===== src/rtl/mem8x8_ctrl_if.sv =====
// Request handshake plus memory pin bundle for mem8x8_ctrl.
// master: requester and memory side; slave: the controller.
interface mem8x8_ctrl_if;
    logic       req;
    logic       we;
    logic [2:0] addr;
    logic [7:0] wdata;
    logic       busy;
    logic       done;
    logic [7:0] rdata;
    logic       err;
    logic [2:0] mem_address;
    logic [7:0] mem_data_in;
    logic       mem_select;
    logic       mem_rw;
    logic [7:0] mem_data_out;

    modport master (
        output req, we, addr, wdata, mem_data_out,
        input  busy, done, rdata, err,
        input  mem_address, mem_data_in, mem_select, mem_rw
    );

    modport slave (
        input  req, we, addr, wdata, mem_data_out,
        output busy, done, rdata, err,
        output mem_address, mem_data_in, mem_select, mem_rw
    );
endinterface


===== src/rtl/mem8x8_ctrl.sv =====
// Sequencing front end for the 8x8 register memory: holds address/data/rw
// stable for programmable cycle counts and reads back every write.
module mem8x8_ctrl #(
    parameter int unsigned WR_CYCLES = 3,
    parameter int unsigned RD_CYCLES = 2
) (
    input logic           clk,
    input logic           rst,
    mem8x8_ctrl_if.slave  bus
);

    typedef enum logic [2:0] {
        IDLE,
        SETUP,
        WRITE,
        RECOVER,
        READ,
        DONE
    } state_t;

    // Counter is loaded with cycles-1 so a state is left when it reads 0.
    localparam logic [3:0] WR_LOAD = 4'(WR_CYCLES - 1);
    localparam logic [3:0] RD_LOAD = 4'(RD_CYCLES - 1);

    state_t     state;
    state_t     state_nx;
    logic [3:0] cnt;
    logic [2:0] addr_q;
    logic [7:0] wdata_q;
    logic       we_q;
    logic       accept;
    logic       read_last;

    assign accept    = (state == IDLE) && bus.req;
    assign read_last = (state == READ) && (cnt == '0);

    // State register.
    always_ff @(posedge clk) begin
        if (rst) begin
            state <= IDLE;
        end else begin
            state <= state_nx;
        end
    end

    // Next-state logic.
    always_comb begin
        state_nx = state;
        unique case (state)
            IDLE:    if (bus.req) state_nx = SETUP;
            SETUP:   state_nx = we_q ? WRITE : READ;
            WRITE:   if (cnt == '0) state_nx = RECOVER;
            RECOVER: state_nx = READ;
            READ:    if (cnt == '0) state_nx = DONE;
            DONE:    state_nx = IDLE;
            default: state_nx = IDLE;
        endcase
    end

    // Request capture; memory pins are driven only from these registers.
    always_ff @(posedge clk) begin
        if (rst) begin
            addr_q  <= '0;
            wdata_q <= '0;
            we_q    <= 1'b0;
        end else if (accept) begin
            addr_q  <= bus.addr;
            wdata_q <= bus.wdata;
            we_q    <= bus.we;
        end
    end

    // Shared down-counter: loaded on entry to WRITE/READ, stops at zero.
    always_ff @(posedge clk) begin
        if (rst) begin
            cnt <= '0;
        end else if (state_nx == WRITE && state != WRITE) begin
            cnt <= WR_LOAD;
        end else if (state_nx == READ && state != READ) begin
            cnt <= RD_LOAD;
        end else if ((state == WRITE || state == READ) && cnt != '0) begin
            cnt <= cnt - 4'd1;
        end
    end

    // Result capture on the last READ cycle; err clears on each accepted req.
    always_ff @(posedge clk) begin
        if (rst) begin
            bus.rdata <= '0;
            bus.err   <= 1'b0;
        end else if (accept) begin
            bus.err   <= 1'b0;
        end else if (read_last) begin
            bus.rdata <= bus.mem_data_out;
            bus.err   <= we_q && (bus.mem_data_out != wdata_q);
        end
    end

    // Output decode from the current state.
    always_comb begin
        bus.busy        = 1'b0;
        bus.done        = 1'b0;
        bus.mem_select  = 1'b0;
        bus.mem_rw      = 1'b0;
        bus.mem_address = addr_q;
        bus.mem_data_in = wdata_q;
        unique case (state)
            SETUP, RECOVER, READ: begin
                bus.busy       = 1'b1;
                bus.mem_select = 1'b1;
            end
            WRITE: begin
                bus.busy       = 1'b1;
                bus.mem_select = 1'b1;
                bus.mem_rw     = 1'b1;
            end
            DONE:    bus.done = 1'b1;
            default: ;
        endcase
    end

endmodule


===== src/flat_wrapper.sv =====
// flat-port wrapper written by rule: the top's interface ports become plain ports
module mem8x8_ctrl_flat 
#(
    parameter int unsigned WR_CYCLES = 3,
    parameter int unsigned RD_CYCLES = 2
)
  (clk, rst, bus_req, bus_we, bus_addr, bus_wdata, bus_mem_data_out, bus_busy, bus_done, bus_rdata, bus_err, bus_mem_address, bus_mem_data_in, bus_mem_select, bus_mem_rw);
  mem8x8_ctrl_if bus_i ();
  input logic clk;
  input logic rst;
  input wire logic [$bits(bus_i.req)-1:0] bus_req;
  input wire logic [$bits(bus_i.we)-1:0] bus_we;
  input wire logic [$bits(bus_i.addr)-1:0] bus_addr;
  input wire logic [$bits(bus_i.wdata)-1:0] bus_wdata;
  input wire logic [$bits(bus_i.mem_data_out)-1:0] bus_mem_data_out;
  output wire logic [$bits(bus_i.busy)-1:0] bus_busy;
  output wire logic [$bits(bus_i.done)-1:0] bus_done;
  output wire logic [$bits(bus_i.rdata)-1:0] bus_rdata;
  output wire logic [$bits(bus_i.err)-1:0] bus_err;
  output wire logic [$bits(bus_i.mem_address)-1:0] bus_mem_address;
  output wire logic [$bits(bus_i.mem_data_in)-1:0] bus_mem_data_in;
  output wire logic [$bits(bus_i.mem_select)-1:0] bus_mem_select;
  output wire logic [$bits(bus_i.mem_rw)-1:0] bus_mem_rw;
  assign bus_i.req = bus_req;
  assign bus_i.we = bus_we;
  assign bus_i.addr = bus_addr;
  assign bus_i.wdata = bus_wdata;
  assign bus_i.mem_data_out = bus_mem_data_out;
  assign bus_busy = bus_i.busy;
  assign bus_done = bus_i.done;
  assign bus_rdata = bus_i.rdata;
  assign bus_err = bus_i.err;
  assign bus_mem_address = bus_i.mem_address;
  assign bus_mem_data_in = bus_i.mem_data_in;
  assign bus_mem_select = bus_i.mem_select;
  assign bus_mem_rw = bus_i.mem_rw;
  mem8x8_ctrl #(.WR_CYCLES(WR_CYCLES), .RD_CYCLES(RD_CYCLES)) u_core (.clk(clk), .rst(rst), .bus(bus_i));
endmodule

===== config.mk =====
export PLATFORM = sky130hd
export DESIGN_NAME = mem8x8_ctrl_flat
export DESIGN_NICKNAME = d
export VERILOG_FILES = /design/src/rtl/mem8x8_ctrl_if.sv /design/src/rtl/mem8x8_ctrl.sv /design/src/flat_wrapper.sv
export SDC_FILE = /design/constraint.sdc
export NUM_CORES = 1
export LEC_CHECK = 0
export BUFFER_PORTS_ARGS = -buffer_cell sky130_fd_sc_hd__buf_2
export CORE_MARGIN = 3
export CORE_UTILIZATION = 51
export CTS_CLUSTER_SIZE = 24
export DETAILED_ROUTE_END_ITERATION = 16
export GPL_ROUTABILITY_DRIVEN = 0
export GPL_TIMING_DRIVEN = 0
export PLACE_DENSITY = 0.91
export SKIP_CTS_REPAIR_TIMING = 1
export SLEW_MARGIN = 20
export SYNTH_ARGS = -nofsm -noshare
export SYNTH_HDL_FRONTEND = slang
export SYNTH_SLANG_ARGS = --single-unit

===== constraint.sdc =====
create_clock -name clk -period 3.1 [get_ports clk]
set_input_delay 0.155 -clock clk [delete_from_list [all_inputs] [get_ports clk]]
set_output_delay 0.155 -clock clk [all_outputs]
set_load 0.05 [all_outputs]

==> results of run 1 <==
-- synthesized netlist by cell type --
master    instances
nand2_1          35
dfxtp_1          28
a21oi_1          21
nand3_1           8
xor2_1            8
nor3_1            6
clkbuf_1          5
nor2_1            5
xnor2_1           4
inv_1             3
nor4_1            3
or3_1             3
buf_2             2
nand2b_1          2
nor2b_1           2
a211o_1           1
a211oi_2          1
and3b_1           1
and4b_1           1
buf_1             1
buf_4             1
buf_6             1
ha_1              1
mux2i_1           1
nand2_4           1
nor3b_1           1
nor3b_2           1
nor3b_4           1
nor4b_1           1
o21ba_2           1
o221ai_1          1
or3b_2            1
-- state kept, by name, summed over array words and instances, names as in the netlist --
register	flops
u_core.bus.mem_data_in	8
u_core.bus.mem_address	3
u_core.cnt	4
u_core.bus.err	1
u_core.bus.rdata	8
u_core.we_q	1
u_core.state	3
-- per-stage QoR --
stage | setup WS (ns) | hold WS, ns | instance area [sq um] | cells
floorplan | 0.948 | 0.291 | 1260 | 152
global placement | 1.45 | 0.396 | 1530 | 225
detailed placement | 1.37 | 0.402 | 1530 | 225
CTS | 1.11 | 0.0318 | 1580 | 229
global route | 0.977 | 0.0241 | 1580 | 229
finish | 1.10 | 0.0366 | 1580 | 229
-- cells by family after synthesis --
logic type,synth area share [%]
AND/OR/NAND/NOR,29.2
flip-flops,44.3
AO/OA/AOI/OAI,11.5
buffers and inverters,4.95
XOR/XNOR,8.31
multiplexers,0.791
adder cells (fa/ha/maj),0.989
-- layout make-up --
cell class / count / area [sq um] / share of cell area, %
Clock inverter: 1 / 30.0 / 1.90
Multi-Input combinational cell: 111 / 642 / 40.7
Buffer: 10 / 51.3 / 3.25
Tap cell: 28 / 35.0 / 2.22
Sequential cell: 28 / 561 / 35.5
Timing Repair Buffer: 45 / 225 / 14.3
Clock buffer: 3 / 22.5 / 1.43
Inverter: 3 / 11.3 / 0.714
-- layout by cell type, fill, tap and decap left out, types with 2 or more instances in the layout --
cell type	count
dfxtp_1	28
nor2_1	5
nand2_1	35
nand3_1	8
buf_2	47
clkbuf_1	5
inv_1	3
xnor2_1	4
a21oi_1	21
nor2b_1	2
nor3_1	6
xor2_1	8
or3_1	3
nand2b_1	2
clkbuf_4	3
nor4_1	3
-- power by group --
part / total (uW) / internal, uW / switching (uW) / leakage [uW]
registers: 409 / 388 / 21.3 / 0.000228
clock network: 238 / 131 / 107 / 0.0000279
logic: 291 / 90.4 / 201 / 0.000444
total: 938 / 609 / 330 / 0.000700
-- worst min-delay path: stages --
cell and delay [ns]:
buf_2 0.09, nand2_1 0.04, a21oi_1 0.05
-- final timing paths --
| path | start | end | slack (ns) | cells after the start |
|---|---|---|---|---|
| hold reg to reg | u_core.bus.rdata[5] | u_core.bus.rdata[5] | 0.47 | 2 |
| setup / recovery | u_core.state[0] | bus_mem_select | 1.10 | 5 |
| setup reg to reg | u_core.cnt[0] | u_core.state[0] | 1.32 | 7 |
| hold / removal | bus_wdata[5] | u_core.bus.mem_data_in[5] | 0.04 | 3 |
-- per-layer routing --
metal  vias to the layer above  track usage, %
li1                        607               -
met1                       557            23.1
met2                        37            34.8
met3                         5            2.55
met4                         0            8.33
met5                         -               0
==> flow_metrics.py, run 1 <==
metrics = {
    "status": {
        "outcome": "complete, no violations",
    },
    "floorplanning": {
        "die-area_sq_um": 3110,
        "die_w_um": 55.8,
        "std_cell_rows": 17,
        "top_level_ports": 47,
        "core_area_sq_um": 2280,
        "start_util_pct": 55.6,
        "die_h_um": 55.8,
    },
    "placed_design": {
        "dp_hpwl_mm": 2.32,
        "io_buffers": 45,
    },
    "synth": {
        "synthTopCellsByArea": "dfxtp_1, nand2_1, a21oi_1, xor2_1, nand3_1",
        "ys_seq_elements": 28,
        "yosys.area.top_type_share_pct": 44.3,
        "yosys_warnings": 0,
        "syn_area_sq_um": 1260,
        "yosysSeqAreaShare_pct": 44.3,
        "syn-num-nets": 176,
        "synthCells": 152,
        "synth_top_area_cell": "dfxtp_1",
        "syn_avg_cell_area_sq_um": 8.32,
        "synth_cell_type_count": 32,
    },
    "setup_path": {
        "end_kind": "primary output",
        "crit_type": "flop to primary output",
        "critPathMaxStageDelay_ns": 0.47,
        "path_cells": "clkbuf_1, nor2_1, xnor2_1, buf_4, buf_2",
        "cp_num_buf_inv": 3,
        "cp_slowest_cell": "dfxtp_1",
        "crit_fanout": 10,
        "critPathLaunchType": "flop",
        "critPathTopFamily": "buffers and inverters",
        "crit_arrival_ns": 1.84,
        "crit_required_ns": 2.94,
    },
    "final_layout": {
        "drive_gt1_share_pct": 29.4,
        "nets": 226,
        "post-route-util_pct": 69.3,
        "n_fill_cell": 178,
        "antennaDiodeCount": 0,
        "synthToLayoutAreaGrowth_pct": 24.7,
    },
    "global_routing": {
        "overflow": 0,
        "grt_pass1_vias": 1100,
        "antenna_found_initial": 0,
        "grt_start_max_net_pins": 17,
        "grt_pass1_wl_mm": 4.91,
        "grtUsageTotal_pct": 19.5,
    },
    "routing": {
        "routed-wl-met2_mm": 1.50,
        "drtPass1Iterations": 5,
        "drt-initial-drc-count": 21,
        "routed_via_density": 5.27,
        "routed_wl_mm": 2.98,
        "num_vias": 1206,
        "postRouteAntennaNets": 0,
        "dr.max_layer_used": "met4",
        "wl_per_cell_um": 13.0,
        "wl_met1_mm": 1.28,
        "drc_errors": 0,
        "dr_wl_met3_um": 139,
    },
    "sta": {
        "slew_viol_final": 0,
        "hold_viol_final": 0,
        "fin_crit_sh_pct": 64.4,
        "fmax_mhz": 501,
        "setup_violations": 0,
        "fin_setup_tns_ns": 0,
        "min_period_ns": 2.00,
        "fin_skew_ns": 0.00433,
        "relSlewSlack_pct": 66.5,
        "rsz0062_at_grt": "false",
        "worstMarginPinSlew_ns": 0.502,
    },
    "clock_tree": {
        "cts_sinks": 28,
        "path_clk_slew_ns": 0.15,
        "cts_made_buffers": 3,
        "cts_max_level": 1,
        "clk_latency_ns": 0.33,
        "cts_tree": "yes",
        "max-clock-path-buffers": 2,
        "ctsRootBufferMaster": "clkbuf_4",
    },
    "power": {
        "p_total_uw": 938,
        "power_density_nw_per_um2": 595,
        "ir_drop_v": 0.000544,
        "power.leakage_uw": 0.000700,
    },
    "min_path": {
        "hold_path_class": "input port to flop",
    },
    "job": {
        "drv_cap": 0,
    },
}
No activity file was read; power rests on OpenSTA's default activity.
==> run 2: changes to the inputs <==
--- a/config.mk
+++ b/config.mk
@@ -5,14 +5,15 @@
 export SDC_FILE = /design/constraint.sdc
 export NUM_CORES = 1
 export LEC_CHECK = 0
+export ABC_AREA = 1
 export BUFFER_PORTS_ARGS = -buffer_cell sky130_fd_sc_hd__buf_2
 export CORE_MARGIN = 3
-export CORE_UTILIZATION = 51
+export CORE_UTILIZATION = 43
 export CTS_CLUSTER_SIZE = 24
 export DETAILED_ROUTE_END_ITERATION = 16
 export GPL_ROUTABILITY_DRIVEN = 0
 export GPL_TIMING_DRIVEN = 0
-export PLACE_DENSITY = 0.91
+export PLACE_DENSITY = 0.83
 export SKIP_CTS_REPAIR_TIMING = 1
 export SLEW_MARGIN = 20
 export SYNTH_ARGS = -nofsm -noshare
==> constraint.sdc (replaced) <==
create_clock -name clk -period 1.6 [get_ports clk]
set_input_delay 0.08 -clock clk [delete_from_list [all_inputs] [get_ports clk]]
set_output_delay 0.08 -clock clk [all_outputs]
set_load 0.05 [all_outputs]
==> flow_metrics.py, run 2 <==
metrics = {
    "status": {
        "outcome": "complete, no violations",
    },
    "clock_tree": {
        "cts_sinks": 28,
        "cts_max_level": 1,
        "cts_tree": "yes",
        "path_clk_slew_ns": 0.14,
        "clk_latency_ns": 0.32,
        "max-clock-path-buffers": 2,
        "cts_made_buffers": 3,
        "ctsRootBufferMaster": "clkbuf_4",
    },
    "floorplanning": {
        "die_h_um": 60.3,
        "core_area_sq_um": 2780,
        "start_util_pct": 45.7,
        "die-area_sq_um": 3640,
        "top_level_ports": 47,
        "std_cell_rows": 19,
        "die_w_um": 60.3,
    },
    "synth": {
        "syn-num-nets": 202,
        "synthCells": 178,
        "ys_async_sr_fraction_pct": 0,
        "syn_area_sq_um": 1270,
        "synth.most_common_cell": "nand2_1",
        "synth_top_area_cell": "dfxtp_1",
        "syn_avg_cell_area_sq_um": 7.13,
        "yosysSeqAreaShare_pct": 44.1,
        "ys_seq_elements": 28,
        "synthTopCellsByArea": "dfxtp_1, nand2_1, o21ai_0, inv_1, nor2_1",
        "yosys.area.top_type_share_pct": 44.1,
        "ys.flop_type": "dfxtp_1",
        "synth_edf_count": 0,
        "yosys_warnings": 0,
        "synth_cell_type_count": 26,
        "synth.top_cells.by_count": "nand2_1, dfxtp_1, inv_1",
    },
    "sta": {
        "worstMarginPinSlew_ns": 0.406,
        "hold_viol_final": 0,
        "rsz0062_at_grt": "true",
        "fmax_mhz": 667,
        "setup_violations": 0,
        "fin_skew_ns": 0.00606,
        "relSlewSlack_pct": 72.9,
        "holdWs_ns": 0.00457,
        "fin_crit_sh_pct": 93.7,
        "min_period_ns": 1.50,
        "slew_viol_final": 0,
    },
    "setup_path": {
        "critPathTopFamily": "simple AND/OR/NAND/NOR gates",
        "cp_num_buf_inv": 3,
        "path_cells": "nor2_2, nand2_2, nand2_2, inv_1, nand2_1, buf_4, buf_4",
        "crit_arrival_ns": 1.42,
        "end_kind": "primary output",
        "r2r-end": "u_core.bus.rdata[3]",
        "critPathMaxStageDelay_ns": 0.38,
        "crit_type": "flop to primary output",
        "critPathLaunchType": "flop",
        "reg2reg_from": "u_core.cnt[0]",
        "cp_slowest_cell": "dfxtp_2",
        "rrSetupSlack_ns": 0.17,
        "crit_required_ns": 1.52,
        "crit_fanout": 6,
        "reg2regPathDepth": 7,
    },
    "routing": {
        "drt-initial-drc-count": 29,
        "postRouteAntennaNets": 0,
        "drtPass1Iterations": 4,
        "drc_errors": 0,
        "wl_per_cell_um": 10.7,
        "routed_wl_mm": 2.79,
        "num_vias": 1258,
        "routed_via_density": 4.84,
    },
    "global_routing": {
        "grt_pass1_wl_mm": 4.54,
        "grt_start_max_net_pins": 15,
        "grt_pass1_vias": 1119,
        "overflow": 0,
        "antenna_found_initial": 0,
        "grtUsageTotal_pct": 16.0,
    },
    "final_layout": {
        "drive_gt1_share_pct": 29.7,
        "final_area_sq_um": 1600,
        "instances_no_fill": 260,
        "layout_commonest_cell": "buf_2",
        "antennaDiodeCount": 0,
        "synthToLayoutAreaGrowth_pct": 25.6,
        "nets": 255,
        "n_fill_cell": 284,
        "layout_common_cells": "buf_2, nand2_1, dfxtp_1",
    },
    "placed_design": {
        "placedInstanceArea_sq_um": 1540,
        "dp_hpwl_mm": 2.13,
        "io_buffers": 46,
        "dp.cells": 255,
    },
    "min_path": {
        "min_to": "u_core.bus.rdata[6]",
        "worstHoldStart": "bus_mem_data_out[6]",
        "hold_path_class": "input port to flop",
        "min_path_cells": 3,
    },
    "job": {
        "drv_cap": 0,
    },
    "power": {
        "ir_drop_v": 0.000953,
        "power_density_nw_per_um2": 1240,
        "p_total_uw": 1980,
        "power.leakage_uw": 0.000816,
    },
}
run 2: cell count changes after synthesis, moves of 2 or more:
cell / previous run / this run
a21oi_2: 0 / 2
xor2_1: 8 / 1
a21oi_1: 21 / 15
nand2_1: 35 / 33
o21ai_0: 0 / 20
nand2_2: 0 / 3
nor2b_1: 2 / 0
nor2_1: 5 / 23
nand2b_1: 2 / 0
inv_1: 3 / 26
clkbuf_1: 5 / 1
nor3_1: 6 / 1
nor4_1: 3 / 0
or3_1: 3 / 0
run 2: logic make-up after synthesis:
logic type,after synthesis,share of synthesized area [%]
flip-flops,28,44.1
adder cells (fa/ha/maj),1,0.985
buffers and inverters,33,11.2
AO/OA/AOI/OAI,41,17.5
AND/OR/NAND/NOR,71,23.3
XOR/XNOR,4,2.76
run 2: layout make-up:
class / count / area (sq um) / area share, %
flip-flops and latches: 28 / 562 / 35.2
plain buffers: 6 / 40.0 / 2.51
repair buffers: 48 / 250 / 15.7
clock buffers: 3 / 22.5 / 1.41
well taps: 31 / 38.8 / 2.43
multi-input cells: 117 / 579 / 36.3
inverters: 27 / 103 / 6.43
run 2: through the flow:
stage | setup TNS (ns) | utilization, % | setup WS (ns)
after global placement | 0 | 55.3 | 0.191
after CTS | -0.0445 | 56.1 | -0.0445
final | 0 | 57.4 | 0.100
after detailed placement | 0 | 55.3 | 0.150
after global routing | -0.00292 | 57.4 | -0.00292
after floorplan | 0 | - | 0.0572
run 2: power by group:
part | internal (uW) | leakage (uW) | switching [uW]
clock | 88.3 | 0.0000138 | 193
sequential | 794 | 0.000230 | 59.0
combinational | 239 | 0.000572 | 607
total | 1120 | 0.000816 | 860
run 2: worst max-delay path by stage:
stage                    start                  end  slack, ns  cells past startpoint
2_1_floorplan  u_core.state[0]             bus_done       0.06                      2
3_3_place_gp     u_core.cnt[0]  u_core.bus.rdata[3]       0.19                      7
3_5_place_dp     u_core.cnt[0]  u_core.bus.rdata[3]       0.15                      7
4_1_cts        u_core.state[1]       bus_mem_select      -0.04                      6
5_1_grt        u_core.state[1]       bus_mem_select     -0.003                      7
6_report       u_core.state[1]       bus_mem_select       0.10                      7
run 2: metal layers:
| layer | vias to the layer above | part of all wire [%] | global-route usage [%] |
|---|---|---|---|
| li1 | 661 | - | - |
| met1 | 561 | 46 | 20.5 |
| met2 | 31 | 47 | 27.9 |
| met3 | 5 | 6.1 | 2.98 |
| met4 | 0 | 0.97 | 3.80 |
| met5 | - | 0 | 0 |
run 2: worst reg2reg max path, cell delays in order, from the launching register on:
cell	delay, ns
dfxtp_1	0.34
inv_1	0.08
ha_1	0.22
nand3_2	0.17
nor2_4	0.22
buf_6	0.17
o21ai_0	0.08
nor2_1	0.09
==> run 3: changes to the inputs <==
--- a/config.mk
+++ b/config.mk
@@ -5,7 +5,6 @@
 export SDC_FILE = /design/constraint.sdc
 export NUM_CORES = 1
 export LEC_CHECK = 0
-export ABC_AREA = 1
 export BUFFER_PORTS_ARGS = -buffer_cell sky130_fd_sc_hd__buf_2
 export CORE_MARGIN = 3
 export CORE_UTILIZATION = 43
==> flow_metrics.py, run 3 (synthesized netlist as in run 1, its figures left out) <==
metrics = {
    "placed_design": {
        "dp.cells": 228,
        "io_buffers": 45,
        "dp_hpwl_mm": 2.19,
        "placedInstanceArea_sq_um": 1540,
    },
    "clock_tree": {
        "ctsRootBufferMaster": "clkbuf_4",
        "cts_sinks": 28,
        "path_clk_slew_ns": 0.15,
        "clk_latency_ns": 0.32,
        "cts_made_buffers": 3,
        "max-clock-path-buffers": 2,
        "cts_max_level": 1,
        "cts_tree": "yes",
    },
    "final_layout": {
        "layout_common_cells": "buf_2, nand2_1, dfxtp_1",
        "multi_input_area_sq_um": 698,
        "layout_commonest_cell": "buf_2",
        "nets": 245,
        "seq_area_sq_um": 567,
        "synthToLayoutAreaGrowth_pct": 45.4,
        "instances_no_fill": 251,
        "drive_gt1_share_pct": 35.5,
        "final_area_sq_um": 1840,
        "n_fill_cell": 220,
        "antennaDiodeCount": 0,
    },
    "sta": {
        "fin_crit_sh_pct": 97.2,
        "rsz0062_at_grt": "true",
        "setup_violations": 0,
        "slew_viol_final": 0,
        "relSlewSlack_pct": 67.6,
        "hold_viol_final": 0,
        "worstMarginPinSlew_ns": 0.486,
        "min_period_ns": 1.56,
        "fmax_mhz": 643,
        "fin_skew_ns": 0.00334,
    },
    "routing": {
        "wl_per_cell_um": 12.3,
        "postRouteAntennaNets": 0,
        "routed_via_density": 4.98,
        "drc_errors": 0,
        "drt-initial-drc-count": 27,
        "num_vias": 1251,
        "drtPass1Iterations": 4,
        "routed_wl_mm": 3.09,
    },
    "floorplanning": {
        "die_h_um": 60.2,
        "die_w_um": 60.2,
        "top_level_ports": 47,
        "std_cell_rows": 19,
        "start_util_pct": 45.5,
        "core_area_sq_um": 2780,
        "die-area_sq_um": 3630,
    },
    "setup_path": {
        "path_cells": "inv_2, ha_4, nor3b_4, nor3_2, or3_1, and4b_1",
        "crit_fanout": 5,
        "crit_required_ns": 1.83,
        "crit_arrival_ns": 1.79,
        "critPathLaunchType": "flop",
        "cp_slowest_cell": "dfxtp_2",
        "end_kind": "flop",
        "critPathMaxStageDelay_ns": 0.36,
        "crit_type": "flop to flop",
        "reg2regPathDepth": 6,
    },
    "global_routing": {
        "antenna_found_initial": 0,
        "grtUsageTotal_pct": 16.0,
        "overflow": 0,
        "grt_start_max_net_pins": 17,
        "grt_pass1_vias": 1016,
        "grt_pass1_wl_mm": 4.44,
    },
    "status": {
        "outcome": "complete, no violations",
    },
    "power": {
        "power_density_nw_per_um2": 1040,
        "power.leakage_uw": 0.000818,
        "ir_drop_v": 0.000759,
    },
    "job": {
        "drv_cap": 0,
    },
    "min_path": {
        "min_path_cells": 3,
        "hold_path_class": "input port to flop",
    },
}
==> run 3: cell types whose count changed in the layout (fill, tap and decap cells not counted), moves of 3 or more <==
cell / change
dlygate4sd3_1: +14
a21oi_1: +6
o21ai_0: -20
or3_1: +3
nand2_2: -3
inv_1: -25
xor2_1: +7
nor3_1: +3
buf_4: +4
nor2_1: -18
nor4_1: +3
==> run 3: worst max-delay path: cells and delay by family, from the launching register on <==
kind | cells | cell delay, ns
adders and majority gates | 1 | 0.13
buffers and inverters | 1 | 0.06
DFF | 1 | 0.36
and+or+nand+nor | 4 | 0.92
==> run 3: where the power goes <==
group	total (uW)	internal (uW)	switching, uW	leakage, uW
Clock	462	253	208	0.0000279
Sequential	795	753	42.4	0.000230
Combinational	662	251	411	0.000560
==> run 3: cell type report <==
| type | count | share of cell area [%] |
|---|---|---|
| Sequential cell | 28 | 30.8 |
| Multi-Input combinational cell | 111 | 38.0 |
| Tap cell | 31 | 2.11 |
| Inverter | 3 | 0.612 |
| Buffer | 10 | 3.27 |
| Clock inverter | 1 | 1.63 |
| Clock buffer | 3 | 1.22 |
| Timing Repair Buffer | 64 | 22.4 |
==> run 3: metal layers <==
metal / GRT usage, % / vias up / share of wire, %
met5: 0 / - / 0
met4: 7.28 / 0 / 0.65
met3: 2.16 / 2 / 5.0
met2: 25.6 / 29 / 48
met1: 21.2 / 569 / 46
li1: - / 651 / -
==> run 3: final timing paths <==
path | start | end | slack (ns)
worst min-delay path | bus_mem_data_out[3] | u_core.bus.rdata[3] | 0.02
worst max register to register | u_core.cnt[1] | u_core.cnt[0] | 0.04
worst max-delay path | u_core.cnt[1] | u_core.cnt[0] | 0.04
worst min register to register | u_core.bus.rdata[6] | u_core.bus.rdata[6] | 0.46
==> run 3: stage by stage <==
stage	total power, uW	setup slack (ns)	setup TNS, ns	util (%)	hold WS [ns]
after floorplan	1240	-0.151	-0.151	-	0.216
after global placement	1370	-0.0963	-0.205	55.4	0.323
after detailed placement	1380	-0.111	-0.317	55.4	0.328
after CTS	1830	-0.358	-1.43	57.3	-0.0379
after global routing	2010	-0.0362	-0.0627	66.1	0.0115
final	1920	0.0440	0	66.1	0.0164
